[config.mk]
export PLATFORM = sky130hd
export DESIGN_NAME = packet_ev_scheduler
export DESIGN_NICKNAME = d
export VERILOG_FILES = /design/src/rtl/packet_ev_scheduler_pkg.sv /design/src/rtl/packet_ev_scheduler_rr_arbiter.sv /design/src/rtl/packet_ev_scheduler.sv
export SDC_FILE = /design/constraint.sdc
export NUM_CORES = 1
export LEC_CHECK = 0
export CORE_MARGIN = 4
export CORE_UTILIZATION = 44
export CTS_CLUSTER_DIAMETER = 50
export DETAILED_ROUTE_END_ITERATION = 10
export PLACE_DENSITY = 0.72
export SLEW_MARGIN = 10
export SYNTH_ARGS = -nofsm -noshare
export SYNTH_HDL_FRONTEND = slang
export SYNTH_SLANG_ARGS = --single-unit
export TNS_END_PERCENT = 30
[constraint.sdc]
create_clock -name clk -period 2.96 [get_ports clk]
set_input_delay 0.296 -clock clk [delete_from_list [all_inputs] [get_ports clk]]
set_output_delay 0.296 -clock clk [all_outputs]
set_load 0.01 [all_outputs]
[src/rtl/packet_ev_scheduler_pkg.sv]
// Shared definitions for the packet event scheduler: FSM encoding, channel
// limits and the round-robin pointer increment helper.
package pkt_sched_pkg;

  localparam int N_CH_MAX = 8;
  localparam int NCH_W    = 8;
  localparam int IDX_W    = $clog2(N_CH_MAX);

  typedef enum logic [1:0] {
    IDLE  = 2'd0,
    CLEAR = 2'd1,
    RUN   = 2'd2
  } state_t;

  function automatic logic [IDX_W-1:0] wrap_inc(input logic [IDX_W-1:0] idx, input int n);
    if (int'(idx) >= n - 1) return '0;
    return idx + 1'b1;
  endfunction

endpackage

[src/rtl/packet_ev_scheduler_rr_arbiter.sv]
// Combinational round-robin pick: the pending channel closest to the pointer,
// counting upward and wrapping past N_CH-1 to 0.
module rr_arbiter
  import pkt_sched_pkg::*;
#(
  parameter int N_CH = 2
) (
  input  logic [N_CH-1:0]  i_pending,
  input  logic [IDX_W-1:0] i_ptr,
  output logic             o_valid,
  output logic [IDX_W-1:0] o_idx
);

  int w_dist;
  int w_best;

  // Distance from the pointer decides priority; the smallest distance wins.
  always_comb begin
    o_valid = 1'b0;
    o_idx   = '0;
    w_dist  = 0;
    w_best  = N_CH;
    for (int i = 0; i < N_CH; i++) begin
      w_dist = (i >= int'(i_ptr)) ? (i - int'(i_ptr)) : (i + N_CH - int'(i_ptr));
      if (i_pending[i] && (w_dist < w_best)) begin
        w_best  = w_dist;
        o_valid = 1'b1;
        o_idx   = IDX_W'(i);
      end
    end
  end

endmodule

[src/rtl/packet_ev_scheduler.sv]
// Serialises per-channel packet strobes into a one-event-per-clock stream and
// tracks interval numbers between second marks. Option: PKT_EV_SCHED_FIFO_EN.
module packet_ev_scheduler
  import pkt_sched_pkg::*;
#(
  parameter int N_CH    = 2,
  parameter int INTER_W = 16
) (
  input  logic               clk,
  input  logic               clr_n,
  input  logic               run,
  input  logic               pps,
  input  logic               inter_stb,
  input  logic [N_CH-1:0]    req,
  output logic               ev,
  output logic [NCH_W-1:0]   n_ch,
  output logic               cnt_clr,
  output logic [INTER_W-1:0] Numb_inter,
  output logic [N_CH-1:0]    drop,
  output logic               busy
);

  state_t              r_state;
  state_t              w_state_next;
  logic                w_active;
  logic [N_CH-1:0]     w_pend;
  logic [N_CH-1:0]     w_pend_next;
  logic [N_CH-1:0]     w_drop_next;
  logic                w_gnt_valid;
  logic [IDX_W-1:0]    w_gnt_idx;
  logic [IDX_W-1:0]    r_ptr;
  logic                r_ev;
  logic [NCH_W-1:0]    r_n_ch;
  logic                r_cnt_clr;
  logic [INTER_W-1:0]  r_numb;
  logic [N_CH-1:0]     r_drop;
  logic                r_busy;

  always_ff @(posedge clk or negedge clr_n) begin
    if (!clr_n) r_state <= IDLE;
    else        r_state <= w_state_next;
  end

  // Arbitration only happens in RUN cycles without a second mark.
  always_comb begin
    w_state_next = r_state;
    w_active     = 1'b0;
    case (r_state)
      IDLE:    w_state_next = CLEAR;
      CLEAR:   w_state_next = RUN;
      RUN: begin
        if (pps) w_state_next = CLEAR;
        else     w_active     = 1'b1;
      end
      default: w_state_next = IDLE;
    endcase
    if (!run) begin
      w_state_next = IDLE;
      w_active     = 1'b0;
    end
  end

  rr_arbiter #(.N_CH(N_CH)) u_arb (
    .i_pending (w_pend),
    .i_ptr     (r_ptr),
    .o_valid   (w_gnt_valid),
    .o_idx     (w_gnt_idx)
  );

  for (genvar gi = 0; gi < N_CH; gi++) begin : g_ch
    logic w_gnt;
    logic w_drop_ch;
    assign w_gnt = w_gnt_valid && (w_gnt_idx == IDX_W'(gi));
`ifdef PKT_EV_SCHED_FIFO_EN
    logic [1:0] r_cnt;
    logic [1:0] w_cnt_next;

    // A grant frees one slot before the new request is counted.
    always_comb begin
      w_cnt_next = 2'd0;
      w_drop_ch  = 1'b0;
      if (w_active) begin
        w_cnt_next = r_cnt - {1'b0, w_gnt};
        if (req[gi]) begin
          if (w_cnt_next == 2'd2) w_drop_ch  = 1'b1;
          else                    w_cnt_next = w_cnt_next + 2'd1;
        end
      end
    end

    always_ff @(posedge clk or negedge clr_n) begin
      if (!clr_n) r_cnt <= 2'd0;
      else        r_cnt <= w_cnt_next;
    end

    assign w_pend[gi]      = (r_cnt != 2'd0);
    assign w_pend_next[gi] = (w_cnt_next != 2'd0);
`else
    logic r_bit;
    logic w_bit_next;

    always_comb begin
      w_bit_next = 1'b0;
      w_drop_ch  = 1'b0;
      if (w_active) begin
        w_bit_next = r_bit & ~w_gnt;
        if (req[gi]) begin
          if (w_bit_next) w_drop_ch  = 1'b1;
          else            w_bit_next = 1'b1;
        end
      end
    end

    always_ff @(posedge clk or negedge clr_n) begin
      if (!clr_n) r_bit <= 1'b0;
      else        r_bit <= w_bit_next;
    end

    assign w_pend[gi]      = r_bit;
    assign w_pend_next[gi] = w_bit_next;
`endif
    assign w_drop_next[gi] = w_drop_ch;
  end

  always_ff @(posedge clk or negedge clr_n) begin
    if (!clr_n) begin
      r_ev      <= 1'b0;
      r_n_ch    <= '0;
      r_cnt_clr <= 1'b1;
      r_numb    <= '0;
      r_drop    <= '0;
      r_busy    <= 1'b0;
      r_ptr     <= '0;
    end else begin
      r_ev      <= w_active && w_gnt_valid;
      r_n_ch    <= (w_active && w_gnt_valid) ? NCH_W'(w_gnt_idx) : '0;
      r_cnt_clr <= (w_state_next != RUN);
      r_drop    <= w_drop_next;
      r_busy    <= |w_pend_next;
      if (w_active && w_gnt_valid) r_ptr <= wrap_inc(w_gnt_idx, N_CH);
      // Interval number: zeroed by CLEAR and pps, saturating count otherwise.
      if (r_state == CLEAR) begin
        r_numb <= '0;
      end else if ((r_state == RUN) && run) begin
        if (pps)                                       r_numb <= '0;
        else if (inter_stb && (r_numb != {INTER_W{1'b1}})) r_numb <= r_numb + 1'b1;
      end
    end
  end

  assign ev         = r_ev;
  assign n_ch       = r_n_ch;
  assign cnt_clr    = r_cnt_clr;
  assign Numb_inter = r_numb;
  assign drop       = r_drop;
  assign busy       = r_busy;

endmodule

After elaboration in Yosys (flattened, before gate mapping) --
Index checks and enable logic that the tools add are counted.
Word-level totals: register bits after elaboration 29, bits in latches 0, bits in writable memories 0, ROM bits 0, output and inout port bits 29, logic and storage cells 74, memories 0
Cells by class: add/sub/neg operators 6, multipliers 0, div/mod/pow operators 0, $lt $le $gt $ge 5, equality and inequality tests 5, shift-type cells 0, multiplexer cells 31, bitwise operators 4, reductions and logical operators 13
Operators by type and width (number):
- $mux 32 | 3
- $mux 16 | 4
- $lt 32x3->1 const B | 1
- $lt 32x32->1 | 1
- $mux 1 | 19
- $add 16x1->16 const B | 1
- $ne 16x16->1 const B | 1
- $sub 1x3->4 const A | 2
- $sub 2x3->4 const A | 2
- $logic_and 1x1->1 | 7
- $ge 1x3->1 const A | 2
- $mux 3 | 2
- $pmux 2 s3 | 1
- $mux 2 | 2
- $add 3x1->3 const B | 1
- $eq 3x1->1 const B | 1
- $ge 3x1->1 const B | 1
- $logic_not 3->1 | 1
- $reduce_bool 3->1 | 1
- $and 1x1->1 | 2
- $eq 2x1->1 const B | 1
- $eq 2x2->1 const B | 1
- $logic_not 2->1 | 1
- $ne 2x2->1 const B | 1
- other kinds (4) | 5

Logic depth before layout (Yosys ltp) --
Gate-level depths: netlist of the first run.
word-level depth 15, mapped depth 8, mapped depth without buffers 5

Hierarchy --
From an unflattened synthesis of the first run, not the netlist that was laid out.
Second synthesis, totals: cell total of the unflattened synthesis 220, area, all modules 2075.7 um^2
By module, submodules not included:
- packet_ev_scheduler | times used 1, cells each 174, area each 1731.7 um^2, seq. area each 777.0 um^2
- rr_arbiter | times used 1, cells each 46, area each 344.1 um^2, seq. area each 0.0 um^2

Worst setup path after synthesis of the first run --
No wires, ideal clock.
path type flip-flop to flip-flop, from reg r_numb[1], in the netlist Numb_inter[1], to reg r_numb[11], in the netlist Numb_inter[11], setup time 86 ps, data arrival time 2056 ps, slack 818 ps, cell stages (with the launch flop) 9, buffers on the path 3, clock period less this slack 2142 ps, cell sequence dfrtp_1 > ha_1 > nand4_2 > or4_1 > buf_2 > a21o_1 > buf_6 > buf_6 > a32oi_1
On the way: word-level cells in the longest chain between the ends 5, elaborated cells on any way between the ends 9, classes of those cells 1 x add/sub; 1 x eq/ne; 4 x mux; 3 x reduce/logical
RTL lines:
- from (decl) | RTL line packet_ev_scheduler.sv:35 | logic [INTER_W-1:0] r_numb;
- from (signal assigned) | RTL line packet_ev_scheduler.sv:146 | else if (inter_stb && (r_numb != {INTER_W{1'b1}})) r_numb <= r_numb + 1'b1;
- $add 16x1->16 | RTL line packet_ev_scheduler.sv:146
- $mux 16 | RTL line packet_ev_scheduler.sv:146
- $mux 16 | RTL line packet_ev_scheduler.sv:145 | if (pps) r_numb <= '0;
- $mux 16 | RTL line packet_ev_scheduler.sv:144 | end else if ((r_state == RUN) && run) begin
- $mux 16 | RTL line packet_ev_scheduler.sv:142 | if (r_state == CLEAR) begin
Several ways; a longest one is shown, not always the timed one. The select of a mux whose other input is x is not followed. A chain may end at the register's enable or synchronous reset.

Worst setup path in the final report of the first run --
from reg r_numb[0], in the netlist Numb_inter[0], to reg r_numb[13], in the netlist Numb_inter[13]
Same word-level chain as after synthesis.

==> results of run 1 <==
[cells by family after synthesis]
group | count (synthesis) | synth area share
simple gates | 66 | 0.235
mux | 1 | 0.00655
compound gates | 48 | 0.206
fa+ha+maj | 3 | 0.0246
flops | 27 | 0.443
buf+inv | 21 | 0.0794
other cells | 2 | 0.00492
[metal layers]
| metal | vias to the layer above | global-route usage | part of all wire |
|---|---|---|---|
| li1 | 663 | - | - |
| met1 | 648 | 0.240 | 0.45 |
| met2 | 55 | 0.265 | 0.47 |
| met3 | 2 | 0.0304 | 0.075 |
| met4 | 0 | 0.0456 | 0.0048 |
| met5 | - | 0 | 0 |
[power by group through the flow]
stage	sequential (mW)	combinational, mW	clock, mW
after floorplan	0.402	0.0731	0
after global placement	0.398	0.109	0
after detailed placement	0.399	0.111	0
after CTS	0.392	0.112	0.169
after global routing	0.394	0.125	0.187
final	0.392	0.112	0.162
[final cells by class]
cell class / instances / area, µm²
multi-input combinational: 128 / 759
sequential: 27 / 677
timing repair buffer: 31 / 303
clock buffer: 4 / 26.3
fill: 325 / 1490
tap: 46 / 57.6
inverter: 7 / 26.3
[registers in the layout, summed over array words and instances, names as in the netlist]
name,flops
Numb_inter,16
drop,2
g_ch.r_bit,2
r_state,2
busy,1
cnt_clr,1
ev,1
n_ch,1
r_ptr,1
[through the flow]
| stage | util | power [mW] | setup WS (ps) |
|---|---|---|---|
| 2_1_floorplan | - | 0.475 | 818 |
| 3_3_place_gp | 0.546 | 0.506 | 836 |
| 3_5_place_dp | 0.546 | 0.510 | 747 |
| 4_1_cts | 0.554 | 0.673 | 716 |
| 5_1_grt | 0.554 | 0.706 | 570 |
| 6_report | 0.554 | 0.666 | 708 |
[cell usage in the layout, fill, tap and decap left out, types with 5 or more instances in the layout]
master           count
clkdlybuf4s50_1     28
dfrtp_1             26
a31oi_1             19
nor2_1              13
nand2_1             10
conb_1              10
a21oi_1              9
inv_1                7
nand2b_1             6
nand4_1              6
nor2b_1              5
nand3_1              5
[worst register-to-register path, cell delays in order, from the launching register on]
cell and delay (ps):
dfrtp_1 460, ha_1 240, nand4_2 220, or4_1 590, a21o_1 380, a211oi_1 290
[synthesized netlist by cell type]
cell	number
buf_2	1
nand4b_1	2
nor4_1	3
dfrtp_1	26
o31a_1	1
o21ai_0	4
buf_6	2
o41ai_1	1
nand2_1	10
and3b_1	1
ha_1	3
a2111o_1	1
or4_1	1
nor2b_1	5
o31ai_1	1
or3_1	3
nand3_1	5
and3_1	4
dfstp_2	1
a21bo_2	1
or2_2	2
nand4_1	6
o211ai_2	1
o21ai_1	2
conb_1	2
nor2_1	13
a21o_1	1
inv_1	7
clkbuf_1	4
nand4_2	1
mux2i_1	1
a31oi_1	19
buf_4	7
nand2b_1	6
a211oi_1	3
o21a_1	2
a32oi_1	1
a2111oi_0	1
a21oi_1	9
nor3_1	4
[worst min path at each step]
stage	startpoint	endpoint	slack, ps	cells after the start
after floorplan	clr_n	Numb_inter[0]	0.4	0
after global placement	r_ptr[0]	r_ptr[0]	510	2
after detailed placement	Numb_inter[14]	Numb_inter[14]	520	1
after CTS	clr_n	Numb_inter[4]	340	2
after global routing	clr_n	Numb_inter[12]	350	2
final	clr_n	Numb_inter[4]	330	2
==> results.tsv, run 1 <==
stage	metric	value	unit
global_route	total grt overflow	0	
power	pwr dens	360	nW/µm²
logic_synthesis	synth top area cells	dfrtp_1 43%, a31oi_1 7.8%, buf_4 3.4%, nor2_1 3.2%, a21oi_1 2.9%	
worst_setup_path	cell depth of the worst flop-to-flop path	5	
cts	clock latency on the worst-skew pair	320	ps
cts	cts bufs inserted	3	
logic_synthesis	Yosys warning count	0	
worst_setup_path	flop-to-flop setup slack	710	ps
worst_setup_path	Critical R2R Capture	Numb_inter[13]	
sta	min Tclk post-route	2250	ps
cts	CTS clk-pin slew, worst paths	150	ps
worst_setup_path	cell count along the critical path	5	
sta	WHS	327	ps
sta	Final Cycle Share	0.761	
drt	via count of the routed design	1368	
global_route	gr usage total	0.170	
sta	unrepaired setup endpoints after global routing	false	
worst_setup_path	family with the most delay on the worst path	simple AND/OR/NAND/NOR gates	
die	Die Y	66.9	µm
die	# rows	21	
worst_setup_path	CP Capture Type	register	
die	die area	4480	µm²
die	Die Width	66.9	µm
worst_setup_path	Crit path required time	3200	ps
drt	Avg WL per Cell	14.5	µm
worst_setup_path	Slowest-stage cell, CP	or4_1	
cts	clk root buf	clkbuf_4	
worst_setup_path	Critical Path AT	2490	ps
layout	Layout Cell Area excl Fill	1850	µm²
global_route	global-route wire length before repair	5.89	mm
power	Net Switching	184	µW
sta	max-slew violations	0	
logic_synthesis	top cell type's share of synthesized area	0.426	
cts	postcts setup bufs	0	
worst_setup_path	CP Capture Point	Numb_inter[13]	
sta	Max Fclk	444	MHz
sta	final setup violation count	0	
cts	H-tree depth	1	
cts	CTS tree	built	
global_route	vias in the first global route	1278	
worst_setup_path	start point of the critical path	Numb_inter[0]	
place	Inst Count DP	239	
place	Detail Placement HPWL	2.53	mm
place	GP Congestion	0.824	
global_route	largest net degree at the start of global routing	28	
power	Seq pwr share	0.589	
drt	post-route ant nets	0	
power	Comb pwr share	0.168	
power	Clk pwr share	0.243	
cts	clk sink count	27	
worst_setup_path	Worst setup SP type	register	
sta	Max-slew headroom	0.540	
cts	post-cts sizing count	0	
worst_setup_path	FF-to-FF Start	Numb_inter[0]	
cts	CTS max path bufs	2	
global_route	initial antenna violation count	0	
logic_synthesis	number of synthesized register bits	27	
sta	Worst Max-Slew Pin Slew	684	ps
die	Initial Util	0.458	
logic_synthesis	Netlist cell types	40	
drt	DRC violations left	0	
power	worst ir drop on vdd	0.180	mV
place	port bufs	28	
power	Switching Share	0.277	
sta	Setup Skew	1.12	ps
power	Internal	482	µW
logic_synthesis	cells after synthesis	168	
worst_setup_path	Max FO, Critical Path	16	
die	io pins	36	
min_path	Worst Hold Class	primary input to async pin	
layout	diode count	0	
logic_synthesis	post-synth top area cell	dfrtp_1	
place	dpl cell area	1820	µm²
worst_setup_path	Max stage delay on crit path	590	ps
sta	final hold viol count	0	
logic_synthesis	synthesized cell area	1530	µm²
cts	CTS Hold Buffers Added	0	
sta	total negative setup slack	0	ps
worst_setup_path	crit path buf inv count	0	
layout	layout cells sized above 1	0.0609	
drt	vias per cell	5.63	
drt	first-pass detailed-route iteration total	5	
die	total core area	3340	µm²
layout	Final #Nets	208	
worst_setup_path	crit path cell chain	ha_1 -> nand4_2 -> or4_1 -> a21o_1 -> a211oi_1	
flow_run	Max Cap Viol	0	
logic_synthesis	sequential fraction of the synthesis area	0.443	
power	Leakage	0.765	nW
layout	synthesis-to-finish area growth	21.0	%
run_status	outcome	completed	
worst_setup_path	WS Path Type	register to register	
logic_synthesis	Avg Synthesized Cell Area	9.09	µm²
drt	Routed WL	3.52	mm
drt	DR iter-0 viols	99	
layout	Non-Filler Instances	243	
(Power assumes the default switching activity.)
==> run 2: changes to the inputs <==
- PLACE_DENSITY: 0.72 -> 0.75
- clock period: 2.96 -> 2.04 ns (I/O delays scaled with it)
==> results.tsv, run 2 (same netlist as run 1, synthesis figures left out) <==
stage	metric	value	unit	change
worst_setup_path	CP Capture Type	register		unchanged
layout	most frequent cells in the layout	28 x clkdlybuf4s50_1, 24 x dfrtp_1, 19 x a31oi_1		was 28 x clkdlybuf4s50_1, 26 x dfrtp_1, 19 x a31oi_1
global_route	gr usage total	0.178		was 0.170
global_route	total grt overflow	0		unchanged
power	pwr dens	501	nW/µm²	was 360 nW/µm²
die	Die Y	66.9	µm	unchanged
worst_setup_path	Critical Path AT	2150	ps	was 2490 ps
layout	fin util	0.586		was 0.554
cts	H-tree depth	1		unchanged
drt	DR iter-0 viols	145		was 99
cts	CTS clk-pin slew, worst paths	140	ps	was 150 ps
cts	cts bufs inserted	3		unchanged
global_route	initial antenna violation count	0		unchanged
worst_setup_path	Crit path required time	2260	ps	was 3200 ps
worst_setup_path	flop-to-flop setup slack	110	ps	was 710 ps
drt	via count of the routed design	1416		was 1368
sta	Worst Max-Slew Pin Slew	534	ps	was 684 ps
sta	final hold viol count	0		unchanged
place	Detail Placement HPWL	2.74	mm	was 2.53 mm
worst_setup_path	cell depth of the worst flop-to-flop path	6		was 5
run_status	outcome	completed		unchanged
cts	CTS tree	built		unchanged
place	dpl cell area	1910	µm²	was 1820 µm²
sta	max-slew violations	0		unchanged
sta	Setup Skew	1.53	ps	was 1.12 ps
layout	diode count	0		unchanged
min_path	Worst Hold Class	primary input to async pin		unchanged
drt	DRC violations left	0		unchanged
layout	Non-Filler Instances	253		was 243
die	# rows	21		unchanged
power	worst ir drop on vdd	0.398	mV	was 0.180 mV
cts	clock latency on the worst-skew pair	330	ps	was 320 ps
drt	post-route ant nets	0		unchanged
cts	CTS Hold Buffers Added	0		unchanged
worst_setup_path	Worst setup SP type	register		unchanged
cts	clk root buf	clkbuf_4		unchanged
drt	first-pass detailed-route iteration total	4		was 5
die	io pins	36		unchanged
cts	CTS max path bufs	2		unchanged
sta	Max Fclk	518	MHz	was 444 MHz
die	total core area	3340	µm²	unchanged
layout	Final #Nets	218		was 208
place	Inst Count DP	247		was 239
sta	unrepaired setup endpoints after global routing	false		unchanged
die	die area	4480	µm²	unchanged
worst_setup_path	Critical R2R Capture	Numb_inter[13]		unchanged
sta	final setup violation count	0		unchanged
worst_setup_path	Max FO, Critical Path	14		was 16
drt	Routed WL	3.70	mm	was 3.52 mm
power	Leakage	0.816	nW	was 0.765 nW
global_route	global-route wire length before repair	6.13	mm	was 5.89 mm
layout	Layout Cell Area excl Fill	1960	µm²	was 1850 µm²
place	GP Congestion	0.812		was 0.824
sta	Final Cycle Share	0.946		was 0.761
layout	commonest non-fill, non-tap cell in the layout	clkdlybuf4s50_1		unchanged
sta	Max-slew headroom	0.635		was 0.540
place	port bufs	28		unchanged
die	Initial Util	0.458		unchanged
sta	min Tclk post-route	1930	ps	was 2250 ps
cts	clk sink count	27		unchanged
flow_run	Max Cap Viol	0		unchanged
worst_setup_path	FF-to-FF Start	Numb_inter[1]		was Numb_inter[0]
global_route	vias in the first global route	1354		was 1278
drt	Avg WL per Cell	14.6	µm	was 14.5 µm
layout	layout cells sized above 1	0.130		was 0.0609
die	Die Width	66.9	µm	unchanged
power	Total Power	979	µW	was 666 µW
layout	max reg flops	16		unchanged
worst_setup_path	WS Path Type	register to register		unchanged
layout	synthesis-to-finish area growth	28.1	%	was 21.0%
global_route	largest net degree at the start of global routing	28		unchanged
sta	total negative setup slack	0	ps	unchanged
drt	vias per cell	5.60		was 5.63
## run 2: changes by cell type in the layout (fill, tap and decap cells not counted), sizes merged
cell	previous run	this run
buf	3	13
clkbuf	4	3
clkinv	0	1
## run 2: final cells by class
cell class / instances / area (µm²)
Fill cell: 321 / 1380
Multi-Input combinational cell: 128 / 788
Sequential cell: 27 / 679
Timing Repair Buffer: 41 / 378
Tap cell: 46 / 57.6
Inverter: 7 / 26.3
Clock buffer: 3 / 22.5
Clock inverter: 1 / 5.00
## run 2: repair_timing
action	in CTS	in global routing
endpoints found under the hold margin	0	0
setup endpoints to repair	0	16
setup buffers	0	2
resized for setup	0	2
## run 2: how the worst max path moves through the flow
stage | from | end | depth (start not counted)
5_1_grt | Numb_inter[1] | Numb_inter[13] | 6
4_1_cts | Numb_inter[0] | Numb_inter[13] | 5
3_5_place_dp | Numb_inter[0] | Numb_inter[10] | 5
2_1_floorplan | Numb_inter[0] | Numb_inter[11] | 8
6_report | Numb_inter[1] | Numb_inter[13] | 6
3_3_place_gp | Numb_inter[0] | Numb_inter[13] | 5
## run 2: metal layers
layer	GRT usage	routed length, µm	part of all wire	vias to the layer above
met5	0	0	0	-
met4	0.0709	48	0.013	0
met3	0.0270	140	0.038	5
met2	0.317	1910	0.52	36
met1	0.212	1600	0.43	692
li1	-	-	-	683
## run 2: worst max-delay path, cell delays in order (launching register included)
cell      delay (ps)
dfrtp_2          430
ha_4             170
nand4_4          100
or4_1            590
buf_4            230
a211oi_1         240
a211oi_1          70
## run 2: power by group
| part | internal [mW] | switching, mW | total, mW |
|---|---|---|---|
| Sequential | 0.553 | 0.0162 | 0.570 |
| Clock | 0.0737 | 0.158 | 0.232 |
| Combinational | 0.0810 | 0.0968 | 0.178 |
## run 2: metrics by stage
step,hold WS [ps],worst slack [ps]
6_report,233,110
5_1_grt,245,24.1
4_1_cts,239,22.9
3_5_place_dp,529,40.3
3_3_place_gp,512,102
2_1_floorplan,-91.6,18.9
